File: src/rtl/rx_frame_ack_if.sv
// rx_frame_ack_if
//   Receive-side payload bus of rx_frame_ack.
//   o_data        : received payload byte
//   o_data_valid  : one-cycle strobe qualifying o_data
//   o_frame_start : one-cycle pulse when the frame alignment word locks
//   o_frame_done  : one-cycle pulse at frame end
//   o_frame_good  : checksum verdict, valid with o_frame_done, held until the next one
//   master modport drives the bus (the receiver), slave modport consumes it.
interface rx_frame_ack_if;
  logic [7:0] o_data;
  logic       o_data_valid;
  logic       o_frame_start;
  logic       o_frame_done;
  logic       o_frame_good;

  modport master (
    output o_data,
    output o_data_valid,
    output o_frame_start,
    output o_frame_done,
    output o_frame_good
  );

  modport slave (
    input o_data,
    input o_data_valid,
    input o_frame_start,
    input o_frame_done,
    input o_frame_good
  );
endinterface

File: src/rtl/rx_frame_ack.sv
// rx_frame_ack
//   Serial frame receiver with optional one-bit ACK reply.
//   Hunts for the 48-bit alignment word F6 F6 F6 28 28 28 in an LSB-first stream
//   with no start/stop bits, delivers every following byte, XOR-checks the frame
//   against its last byte and, when ARQ is enabled, answers on o_otn_tx_ack with
//   an idle gap, a start bit (0), the verdict bit and a stop bit (0).
//   Ports:
//     i_clk, i_rst          : clock, synchronous active-high reset
//     i_sclk_en_16_x_baud   : one-cycle tick enable, BIT_TICKS ticks per bit
//     i_otn_rx_data         : asynchronous serial input
//     i_arq_en              : 1 = reply with an ACK after each frame
//     o_otn_tx_ack          : serial ACK line, idle high
//     o_rx_state            : current state encoding
//     rx_if (master)        : payload byte / strobe / frame pulses / verdict
module rx_frame_ack #(
  parameter int FRAME_BYTES = 4164,
  parameter int BIT_TICKS   = 20,
  parameter int SAMPLE_TICK = 9,
  parameter int ACK_GAP     = 4
) (
  input  logic           i_clk,
  input  logic           i_rst,
  input  logic           i_sclk_en_16_x_baud,
  input  logic           i_otn_rx_data,
  input  logic           i_arq_en,
  output logic           o_otn_tx_ack,
  output logic [2:0]     o_rx_state,
  rx_frame_ack_if.master rx_if
);
  localparam int              PW        = (BIT_TICKS > 1) ? $clog2(BIT_TICKS) : 1;
  localparam logic [PW-1:0]   PH_LAST   = PW'(BIT_TICKS - 1);
  localparam logic [PW-1:0]   PH_SAMPLE = PW'(SAMPLE_TICK);
  localparam logic [PW-1:0]   PH_ZERO   = {PW{1'b0}};
  localparam logic [PW-1:0]   PH_ONE    = PW'(1);
  localparam logic [7:0]      GAP_LAST  = 8'(ACK_GAP - 1);
  localparam logic [12:0]     BYTE_LAST = 13'(FRAME_BYTES - 1);
  localparam logic [47:0]     FAS_WORD  = 48'h2828_28F6_F6F6;

  typedef enum logic [2:0] {
    ST_HUNT      = 3'd0,
    ST_RECV      = 3'd1,
    ST_CHECK     = 3'd2,
    ST_ACK_GAP   = 3'd3,
    ST_ACK_START = 3'd4,
    ST_ACK_BIT   = 3'd5,
    ST_ACK_STOP  = 3'd6
  } state_t;

  // Running XOR checksum step.
  function automatic logic [7:0] csum_step(input logic [7:0] acc, input logic [7:0] b);
    return acc ^ b;
  endfunction

  state_t        state_q, state_d;
  logic          sync1_q, sync2_q, prev_q;
  logic [PW-1:0] phase_q, phase_d;
  logic [47:0]   hunt_q, hunt_d;
  logic [7:0]    shift_q, shift_d;
  logic [2:0]    bit_cnt_q, bit_cnt_d;
  logic [12:0]   byte_cnt_q, byte_cnt_d;
  logic [7:0]    csum_q, csum_d;
  logic [7:0]    gap_cnt_q, gap_cnt_d;
  logic          ack_q, ack_d;
  logic [7:0]    data_q, data_d;
  logic          valid_q, valid_d;
  logic          start_q, start_d;
  logic          done_q, done_d;
  logic          good_q, good_d;
  logic          phase_clr_s;

  logic          edge_s, sample_s, bit_end_s;
  logic [7:0]    byte_s;
  logic [47:0]   hunt_s;

  assign edge_s    = sync2_q ^ prev_q;
  assign sample_s  = i_sclk_en_16_x_baud && (phase_q == PH_SAMPLE);
  assign bit_end_s = i_sclk_en_16_x_baud && (phase_q == PH_LAST);
  assign byte_s    = {sync2_q, shift_q[7:1]};
  assign hunt_s    = {sync2_q, hunt_q[47:1]};

  // Bit-phase counter: free-running on ticks, pulled to zero by input edges while receiving.
  always_comb begin
    phase_d = phase_q;
    if ((state_q == ST_HUNT || state_q == ST_RECV) && edge_s) begin
      phase_d = PH_ZERO;
    end else if (phase_clr_s) begin
      phase_d = PH_ZERO;
    end else if (i_sclk_en_16_x_baud) begin
      phase_d = (phase_q == PH_LAST) ? PH_ZERO : phase_q + PH_ONE;
    end else begin
      phase_d = phase_q;
    end
  end

  // Frame FSM and datapath next-state logic.
  always_comb begin
    state_d     = state_q;
    hunt_d      = hunt_q;
    shift_d     = shift_q;
    bit_cnt_d   = bit_cnt_q;
    byte_cnt_d  = byte_cnt_q;
    csum_d      = csum_q;
    gap_cnt_d   = gap_cnt_q;
    data_d      = data_q;
    good_d      = good_q;
    ack_d       = 1'b1;
    valid_d     = 1'b0;
    start_d     = 1'b0;
    done_d      = 1'b0;
    phase_clr_s = 1'b0;
    case (state_q)
      ST_HUNT: begin
        if (sample_s) begin
          // Compare the word including the bit being sampled so lock lands on the last FAS bit.
          if (hunt_s == FAS_WORD) begin
            start_d    = 1'b1;
            byte_cnt_d = 13'd6;
            bit_cnt_d  = 3'd0;
            csum_d     = 8'h00;
            hunt_d     = 48'h0;
            state_d    = ST_RECV;
          end else begin
            hunt_d = hunt_s;
          end
        end else begin
          hunt_d = hunt_q;
        end
      end
      ST_RECV: begin
        if (sample_s) begin
          shift_d   = byte_s;
          bit_cnt_d = bit_cnt_q + 3'd1;
          if (bit_cnt_q == 3'd7) begin
            data_d     = byte_s;
            valid_d    = 1'b1;
            byte_cnt_d = byte_cnt_q + 13'd1;
            // The final byte carries the expected checksum, so it is not folded in.
            if (byte_cnt_q == BYTE_LAST) begin
              state_d = ST_CHECK;
            end else begin
              csum_d = csum_step(csum_q, byte_s);
            end
          end else begin
            data_d = data_q;
          end
        end else begin
          shift_d = shift_q;
        end
      end
      ST_CHECK: begin
        done_d = 1'b1;
        good_d = (csum_q == data_q);
        if (i_arq_en) begin
          state_d     = ST_ACK_GAP;
          gap_cnt_d   = 8'd0;
          phase_clr_s = 1'b1;
        end else begin
          state_d = ST_HUNT;
          hunt_d  = 48'h0;
        end
      end
      ST_ACK_GAP: begin
        if (bit_end_s) begin
          if (gap_cnt_q == GAP_LAST) begin
            state_d = ST_ACK_START;
            ack_d   = 1'b0;
          end else begin
            gap_cnt_d = gap_cnt_q + 8'd1;
          end
        end else begin
          gap_cnt_d = gap_cnt_q;
        end
      end
      ST_ACK_START: begin
        if (bit_end_s) begin
          state_d = ST_ACK_BIT;
          ack_d   = good_q;
        end else begin
          ack_d = 1'b0;
        end
      end
      ST_ACK_BIT: begin
        if (bit_end_s) begin
          state_d = ST_ACK_STOP;
          ack_d   = 1'b0;
        end else begin
          ack_d = good_q;
        end
      end
      ST_ACK_STOP: begin
        if (bit_end_s) begin
          state_d = ST_HUNT;
          hunt_d  = 48'h0;
          ack_d   = 1'b1;
        end else begin
          ack_d = 1'b0;
        end
      end
      default: begin
        state_d = ST_HUNT;
        hunt_d  = 48'h0;
        ack_d   = 1'b1;
      end
    endcase
  end

  // Two-flop synchronizer and edge-detect history for the serial input.
  always_ff @(posedge i_clk) begin
    if (i_rst) begin
      sync1_q <= 1'b1;
      sync2_q <= 1'b1;
      prev_q  <= 1'b1;
    end else begin
      sync1_q <= i_otn_rx_data;
      sync2_q <= sync1_q;
      prev_q  <= sync2_q;
    end
  end

  // State, counter, datapath and output registers.
  always_ff @(posedge i_clk) begin
    if (i_rst) begin
      state_q    <= ST_HUNT;
      phase_q    <= PH_ZERO;
      hunt_q     <= 48'h0;
      shift_q    <= 8'h00;
      bit_cnt_q  <= 3'd0;
      byte_cnt_q <= 13'd0;
      csum_q     <= 8'h00;
      gap_cnt_q  <= 8'd0;
      ack_q      <= 1'b1;
      data_q     <= 8'h00;
      valid_q    <= 1'b0;
      start_q    <= 1'b0;
      done_q     <= 1'b0;
      good_q     <= 1'b0;
    end else begin
      state_q    <= state_d;
      phase_q    <= phase_d;
      hunt_q     <= hunt_d;
      shift_q    <= shift_d;
      bit_cnt_q  <= bit_cnt_d;
      byte_cnt_q <= byte_cnt_d;
      csum_q     <= csum_d;
      gap_cnt_q  <= gap_cnt_d;
      ack_q      <= ack_d;
      data_q     <= data_d;
      valid_q    <= valid_d;
      start_q    <= start_d;
      done_q     <= done_d;
      good_q     <= good_d;
    end
  end

  assign o_otn_tx_ack        = ack_q;
  assign o_rx_state          = state_q;
  assign rx_if.o_data        = data_q;
  assign rx_if.o_data_valid  = valid_q;
  assign rx_if.o_frame_start = start_q;
  assign rx_if.o_frame_done  = done_q;
  assign rx_if.o_frame_good  = good_q;
endmodule

File: src/flat_wrapper.sv
// flat-port wrapper written by rule: the top's interface ports become plain ports
module rx_frame_ack_flat 
#(
  parameter int FRAME_BYTES = 4164,
  parameter int BIT_TICKS   = 20,
  parameter int SAMPLE_TICK = 9,
  parameter int ACK_GAP     = 4
)
  (i_clk, i_rst, i_sclk_en_16_x_baud, i_otn_rx_data, i_arq_en, o_otn_tx_ack, o_rx_state, rx_if_o_data, rx_if_o_data_valid, rx_if_o_frame_start, rx_if_o_frame_done, rx_if_o_frame_good);
  rx_frame_ack_if rx_if_i ();
  input  logic i_clk;
  input  logic i_rst;
  input  logic i_sclk_en_16_x_baud;
  input  logic i_otn_rx_data;
  input  logic i_arq_en;
  output logic o_otn_tx_ack;
  output logic [2:0] o_rx_state;
  output wire logic [$bits(rx_if_i.o_data)-1:0] rx_if_o_data;
  output wire logic [$bits(rx_if_i.o_data_valid)-1:0] rx_if_o_data_valid;
  output wire logic [$bits(rx_if_i.o_frame_start)-1:0] rx_if_o_frame_start;
  output wire logic [$bits(rx_if_i.o_frame_done)-1:0] rx_if_o_frame_done;
  output wire logic [$bits(rx_if_i.o_frame_good)-1:0] rx_if_o_frame_good;
  assign rx_if_o_data = rx_if_i.o_data;
  assign rx_if_o_data_valid = rx_if_i.o_data_valid;
  assign rx_if_o_frame_start = rx_if_i.o_frame_start;
  assign rx_if_o_frame_done = rx_if_i.o_frame_done;
  assign rx_if_o_frame_good = rx_if_i.o_frame_good;
  rx_frame_ack #(.FRAME_BYTES(FRAME_BYTES), .BIT_TICKS(BIT_TICKS), .SAMPLE_TICK(SAMPLE_TICK), .ACK_GAP(ACK_GAP)) u_core (.i_clk(i_clk), .i_rst(i_rst), .i_sclk_en_16_x_baud(i_sclk_en_16_x_baud), .i_otn_rx_data(i_otn_rx_data), .i_arq_en(i_arq_en), .o_otn_tx_ack(o_otn_tx_ack), .o_rx_state(o_rx_state), .rx_if(rx_if_i));
endmodule
File: config.mk
export PLATFORM = sky130hd
export DESIGN_NAME = rx_frame_ack_flat
export DESIGN_NICKNAME = d
export VERILOG_FILES = /design/src/rtl/rx_frame_ack_if.sv /design/src/rtl/rx_frame_ack.sv /design/src/flat_wrapper.sv
export SDC_FILE = /design/constraint.sdc
export NUM_CORES = 1
export LEC_CHECK = 0
export CAP_MARGIN = 10
export CORE_MARGIN = 8
export CORE_UTILIZATION = 56
export CTS_BUF_LIST = sky130_fd_sc_hd__clkbuf_8
export CTS_CLUSTER_SIZE = 40
export DETAILED_ROUTE_END_ITERATION = 7
export PLACE_DENSITY = 0.78
export RECOVER_POWER = 100
export SYNTH_ARGS = -nofsm -noshare
export SYNTH_HDL_FRONTEND = slang
export SYNTH_SLANG_ARGS = --single-unit
File: constraint.sdc
create_clock -name i_clk -period 2.1 [get_ports i_clk]
set_input_delay 0.525 -clock i_clk [delete_from_list [all_inputs] [get_ports i_clk]]
set_output_delay 0.525 -clock i_clk [all_outputs]
set_load 0.03 [all_outputs]
; Word level (Yosys, flattened, before mapping)
; Cells that the tools add are included.
[op_classes]
mux = 48
n_bitwise = 6
n_eq_ne = 27
addsub = 4
reduce_logical = 19
[ops]
columns = op, n
row1 = 48-bit two-way mux, 4
row2 = 48-bit one-hot mux with 4 select lines, 1
row3 = 8-bit two-way mux, 8
row4 = 13-bit two-way mux, 4
row5 = 48-bit by 46-bit == test with 1-bit output (second input constant), 1
row6 = 3-bit two-way mux, 13
row7 = 8-bit one-hot mux with 2 select lines, 2
row8 = 13-bit one-hot mux with 2 select lines, 1
row9 = 3-bit one-hot mux with 7 select lines, 1
row10 = 2-bit by 1-bit != test with 1-bit output (second input constant), 7
row11 = 2-bit != test (second input constant), 7
row12 = 13-bit by 1-bit adder with 13-bit output (second input constant), 1
row13 = 13-bit == test (second input constant), 1
row14 = 3-bit == test (second input constant), 4
row15 = 4-bit AND reduction, 3
row16 = 1-bit two-way mux, 10
row17 = 10-bit AND reduction, 1
row18 = 3-bit OR reduction, 3
row19 = 8-bit by 1-bit adder with 8-bit output (second input constant), 1
row20 = 8-bit by 2-bit == test with 1-bit output (second input constant), 1
row21 = 8-bit == test, 1
row22 = 8-bit bitwise XOR, 1
row23 = 3-bit by 2-bit == test with 1-bit output (second input constant), 2
row24 = 3-bit one-hot mux with 2 select lines, 1
row25 = 19 further kinds, 25
[word_totals]
elab_cells = 121
reg_bits = 112
out_inout_bits = 16
inputBits = 5

; Depth between registers and ports, before layout
[depth]
word_depth = 5
depth_mapped = 9
depth_no_buf = 7

; Least setup slack after synthesis
; No wires, ideal clock.
[synth_timing]
kind = register to register
from = register u_core.state_q[2], in the netlist u_core.o_rx_state[2]
to = register u_core.csum_q[5]
setup_ps = 116
t_arrival_ps = 2158
n_path_buf = 2
slack_ps = -174
synth_period_minus_slack_ps = 2274
path_stages_with_launch = 8
cell_sequence = dfxtp_1 > buf_2 > or3b_4 > or4_4 > nor2_2 > buf_2 > a2111oi_0 > a41o_1
[synth_via]
elab_chain_cells = 3
[synth_rtl]
columns = item, line_no
row1 = start: declaration, rx_frame_ack.sv:54  ; state_t state_q, state_d;
row2 = start signal: assignment, rx_frame_ack.sv:238  ; state_q <= state_d;
row3 = 3-bit by 1-bit == test with 1-bit output / 3-bit logical NOT (equally long branches), rx_frame_ack.sv:111  ; case (state_q)
row4 = "2-bit by 1-bit != test with 1-bit output (no line), or another cell as far along", -
row5 = 6-bit AND reduction (no line), -
row6 = end signal: assignment, rx_frame_ack.sv:244  ; csum_q <= csum_d;
row7 = end: declaration, rx_frame_ack.sv:61  ; logic [7:0] csum_q, csum_d;
; Several ways; a longest one is shown, not always the timed one.
; A chain may end at the register's enable or synchronous reset.

; Worst setup path after layout
[layout_timing]
from = register u_core.state_q[1], in the netlist u_core.o_rx_state[1]
to = register u_core.csum_q[1]
; The elaborated chain is that of the path after synthesis.

==> impl_metrics.env <==
export IMPL_final_layout_size_suffix_gt1_share_pct=15.3
export IMPL_start_util_pct=56.6
export IMPL_final_common_cell="dfxtp_1"
export IMPL_synth_simple_gate_area_share_pct=20.9
export IMPL_clkSlewWorstSetupHoldPaths_ps=100
export IMPL_synth_edf_count=0
export IMPL_multiInputGateArea_um2=2300
export IMPL_area_delta_synth_final_pct=20.2
export IMPL_worstPathRequired_ps=2370
export IMPL_timing_max_cap_violations=0
export IMPL_finalHoldViolCount=0
export IMPL_cp_max_fo=16
export IMPL_syn_num_nets=480
export IMPL_min_period_ps=2050
export IMPL_criticalPathCategory="flop to flop"
export IMPL_pwr_share_clk_pct=39.5
export IMPL_tightest_slew_ps=415
export IMPL_min_period_over_period_pct=97.4
export IMPL_synthAdderAreaFrac_pct=1.64
export IMPL_setup_ws_ps=54.4
export IMPL_synth_distinct_cells=51
export IMPL_p_per_area_nw_per_um2=659
export IMPL_grt_max_degree=48
export IMPL_crit_start="u_core.o_rx_state[1]$_SDFFE_PP0P_"
export IMPL_drt_initial_drc_count=154
export IMPL_slew_headroom_pct=72.1
export IMPL_fillers=642
export IMPL_ys_seq_elements=110
export IMPL_arrival_ps=2310
export IMPL_p_total_mw=3.63
export IMPL_grt_overflow_total=0
export IMPL_vias=3666
export IMPL_antenna_found_initial=0
export IMPL_fmax_mhz=489
export IMPL_clock_skew_ps=12.7
export IMPL_portBuffers=20
export IMPL_grt_pass1_wl_mm=16.1
export IMPL_drt_pass1_iterations=4
export IMPL_final_cell_area_um2=5510
export IMPL_leakagePower_nw=2.14
export IMPL_synth_warning_count=0
export IMPL_route_detailed_drc=0
export IMPL_ant_nets=0
export IMPL_reg2reg_depth=6
export IMPL_rsz0062_at_grt="true"
export IMPL_end_kind="flop"
export IMPL_finalNonFillerCells=621
export IMPL_numCtsBuffers=9
export IMPL_coreArea_um2=8090
export IMPL_clk_latency_ps=370
export IMPL_hold_class="flop to flop"
export IMPL_rr_endpoint="u_core.csum_q[1]$_SDFFE_PP0P_"
export IMPL_synth_compound_gate_area_share_pct=18.4
export IMPL_via_per_inst=5.90
export IMPL_netlist_area_um2=4580
export IMPL_synth_seq_area_share_pct=48.0
export IMPL_synthMuxAreaShare_pct=1.97
export IMPL_holdWs_ps=423
export IMPL_synthFlopType="dfxtp_1"
export IMPL_setup_viol=0
export IMPL_grt_use_total_pct=17.0
export IMPL_synth_xor_area_share_pct=4.97
export IMPL_power_frac_comb_pct=2.7
export IMPL_internal_power_mw=2.84
export IMPL_ff_latch_area_um2=2210
export IMPL_wl_mm=9.96
export IMPL_rows=33
export IMPL_h_tree_depth=3
export IMPL_crit_path_top_delay_cell="or4_4"
export IMPL_place_congestion=0.816
export IMPL_startpoint_type="flop"
export IMPL_max_stage_delay_ps=530
export IMPL_slew_viol_final=0
export IMPL_pwr_share_seq_pct=57.8
export IMPL_cp_endpoint="u_core.csum_q[1]$_SDFFE_PP0P_"
export IMPL_die_y_um=106
export IMPL_crit_family="simple AND/OR/NAND/NOR gates"
export IMPL_cts_tree="built"
export IMPL_r2r_slack_ps=50
export IMPL_layout_common_cells="dfxtp_1 (104), a22o_1 (47), nand2_1 (36)"
export IMPL_syn_inst=469
export IMPL_switching_power_mw=0.785
export IMPL_async_reset_ff_share_pct=0
export IMPL_place_area_um2=5150
export IMPL_nNetsFinal=523
export IMPL_path_depth=6
export IMPL_crit_buf_inv=1
export IMPL_synth_top_family_by_area="simple AND/OR/NAND/NOR gates"
export IMPL_wl_per_cell_um=16.0
export IMPL_grt_pass1_vias=3452
export IMPL_ioPinCount=21
export IMPL_die_area_um2=11300
export IMPL_clock_path_buffers=2
export IMPL_swShare_pct=21.6
export IMPL_die_x_um=106
export IMPL_root_buffer="clkbuf_8"
export IMPL_cp_cell_sequence="or3b_4 -> or4_4 -> nor2_4 -> buf_12 -> a2111oi_0 -> a41o_1"
export IMPL_cts_sinks=110
export IMPL_dpl_worst_slack_ps=-390
export IMPL_n_antenna_cell=0
export IMPL_dp_hpwl_mm=6.46
export IMPL_reg2reg_from="u_core.o_rx_state[1]$_SDFFE_PP0P_"
export IMPL_status="complete, no violations"
export IMPL_synth_avg_cell_area_um2=9.77
export IMPL_placedCellCount=601
export IMPL_peakVddDrop_mv=0.465
==> cells in the mapped netlist (8+ instances only) <==
library cell | count | area share (%)
inv_1 | 16 | 1.3
a21oi_1 | 23 | 2.5
a41o_1 | 9 | 2.0
dfxtp_1 | 110 | 48
buf_2 | 11 | 1.2
nor2_1 | 30 | 2.5
a2111oi_0 | 8 | 1.5
nand3_1 | 9 | 0.98
nand4_1 | 17 | 2.3
xor2_1 | 18 | 3.4
clkbuf_1 | 16 | 1.3
a22o_1 | 47 | 9.0
mux2i_1 | 9 | 2.0
nor4b_1 | 9 | 1.7
xnor2_1 | 8 | 1.5
nand2_1 | 36 | 2.9
==> cells by family after synthesis <==
| group | Yosys count |
|---|---|
| DFF | 110 |
| AOI/OAI and AO/OA | 109 |
| buffers and inverters | 44 |
| and+or+nand+nor | 165 |
| muxes | 9 |
| xor gates and xnor gates | 26 |
| adders and majority gates | 6 |
==> routing by layer <==
layer	track usage (%)	share of wire, %	wire length (um)
met3	4.42	4.4	442
met2	29.1	48	4810
met5	0	0	0
met1	20.3	46	4580
met4	5.63	1.3	127
==> sequential cells by signal, indices dropped and copies added (netlist names) <==
signal                      cells
u_core.bit_cnt_q                3
u_core.byte_cnt_q              13
u_core.csum_q                   8
u_core.gap_cnt_q                8
u_core.hunt_q                  47
u_core.o_otn_tx_ack             1
u_core.o_rx_state               3
u_core.phase_q                  5
u_core.prev_q                   1
u_core.rx_if.o_data             8
u_core.rx_if.o_data_valid       1
u_core.rx_if.o_frame_done       1
u_core.rx_if.o_frame_good       1
u_core.rx_if.o_frame_start      1
u_core.shift_q                  7
u_core.sync1_q                  1
u_core.sync2_q                  1
==> per-stage QoR <==
stage | util [%] | setup TNS [ps]
floorplan | - | -163
detailed placement | 63.7 | -28970
global placement | 63.7 | -27120
CTS | 66.5 | 0
global route | 68.1 | -129
finish | 68.1 | 0
==> power groups by stage <==
stage	clock, mW	combinational [mW]	sequential (mW)
detailed placement	0	0.0986	2.14
global placement	0	0.0950	2.14
floorplan	0	0.0573	2.14
CTS	1.46	0.100	2.10
global route	1.56	0.109	2.10
finish	1.43	0.0991	2.10
==> worst min path at each step <==
stage,startpoint,endpoint,slack [ps],cells after the start
4_1_cts,u_core.sync1_q$_SDFF_PP1_,u_core.sync2_q$_SDFF_PP1_,420,1
3_5_place_dp,u_core.sync1_q$_SDFF_PP1_,u_core.sync2_q$_SDFF_PP1_,400,1
6_report,u_core.sync1_q$_SDFF_PP1_,u_core.sync2_q$_SDFF_PP1_,420,1
5_1_grt,u_core.sync1_q$_SDFF_PP1_,u_core.sync2_q$_SDFF_PP1_,440,1
2_1_floorplan,u_core.sync1_q$_SDFF_PP1_,u_core.sync2_q$_SDFF_PP1_,390,1
3_3_place_gp,u_core.sync1_q$_SDFF_PP1_,u_core.sync2_q$_SDFF_PP1_,390,1
==> layout make-up <==
| type | instances | share of cell area (%) |
|---|---|---|
| multi-input cells | 315 | 41.7 |
| flip-flops and latches | 110 | 40.2 |
| repair buffers | 60 | 10.5 |
| clock buffers | 10 | 2.50 |
| well taps | 105 | 2.38 |
| clock inverters | 5 | 1.61 |
| inverters | 16 | 1.09 |
==> timing repair <==
item | CTS | global route
gates resized for setup | 6 | 28
gates cloned | 0 | 3
setup buffers | 0 | 2
setup endpoints to repair | 5 | 72
pin swaps | 0 | 5
hold buffers | 0 | 0
(Power assumes the default switching activity.)
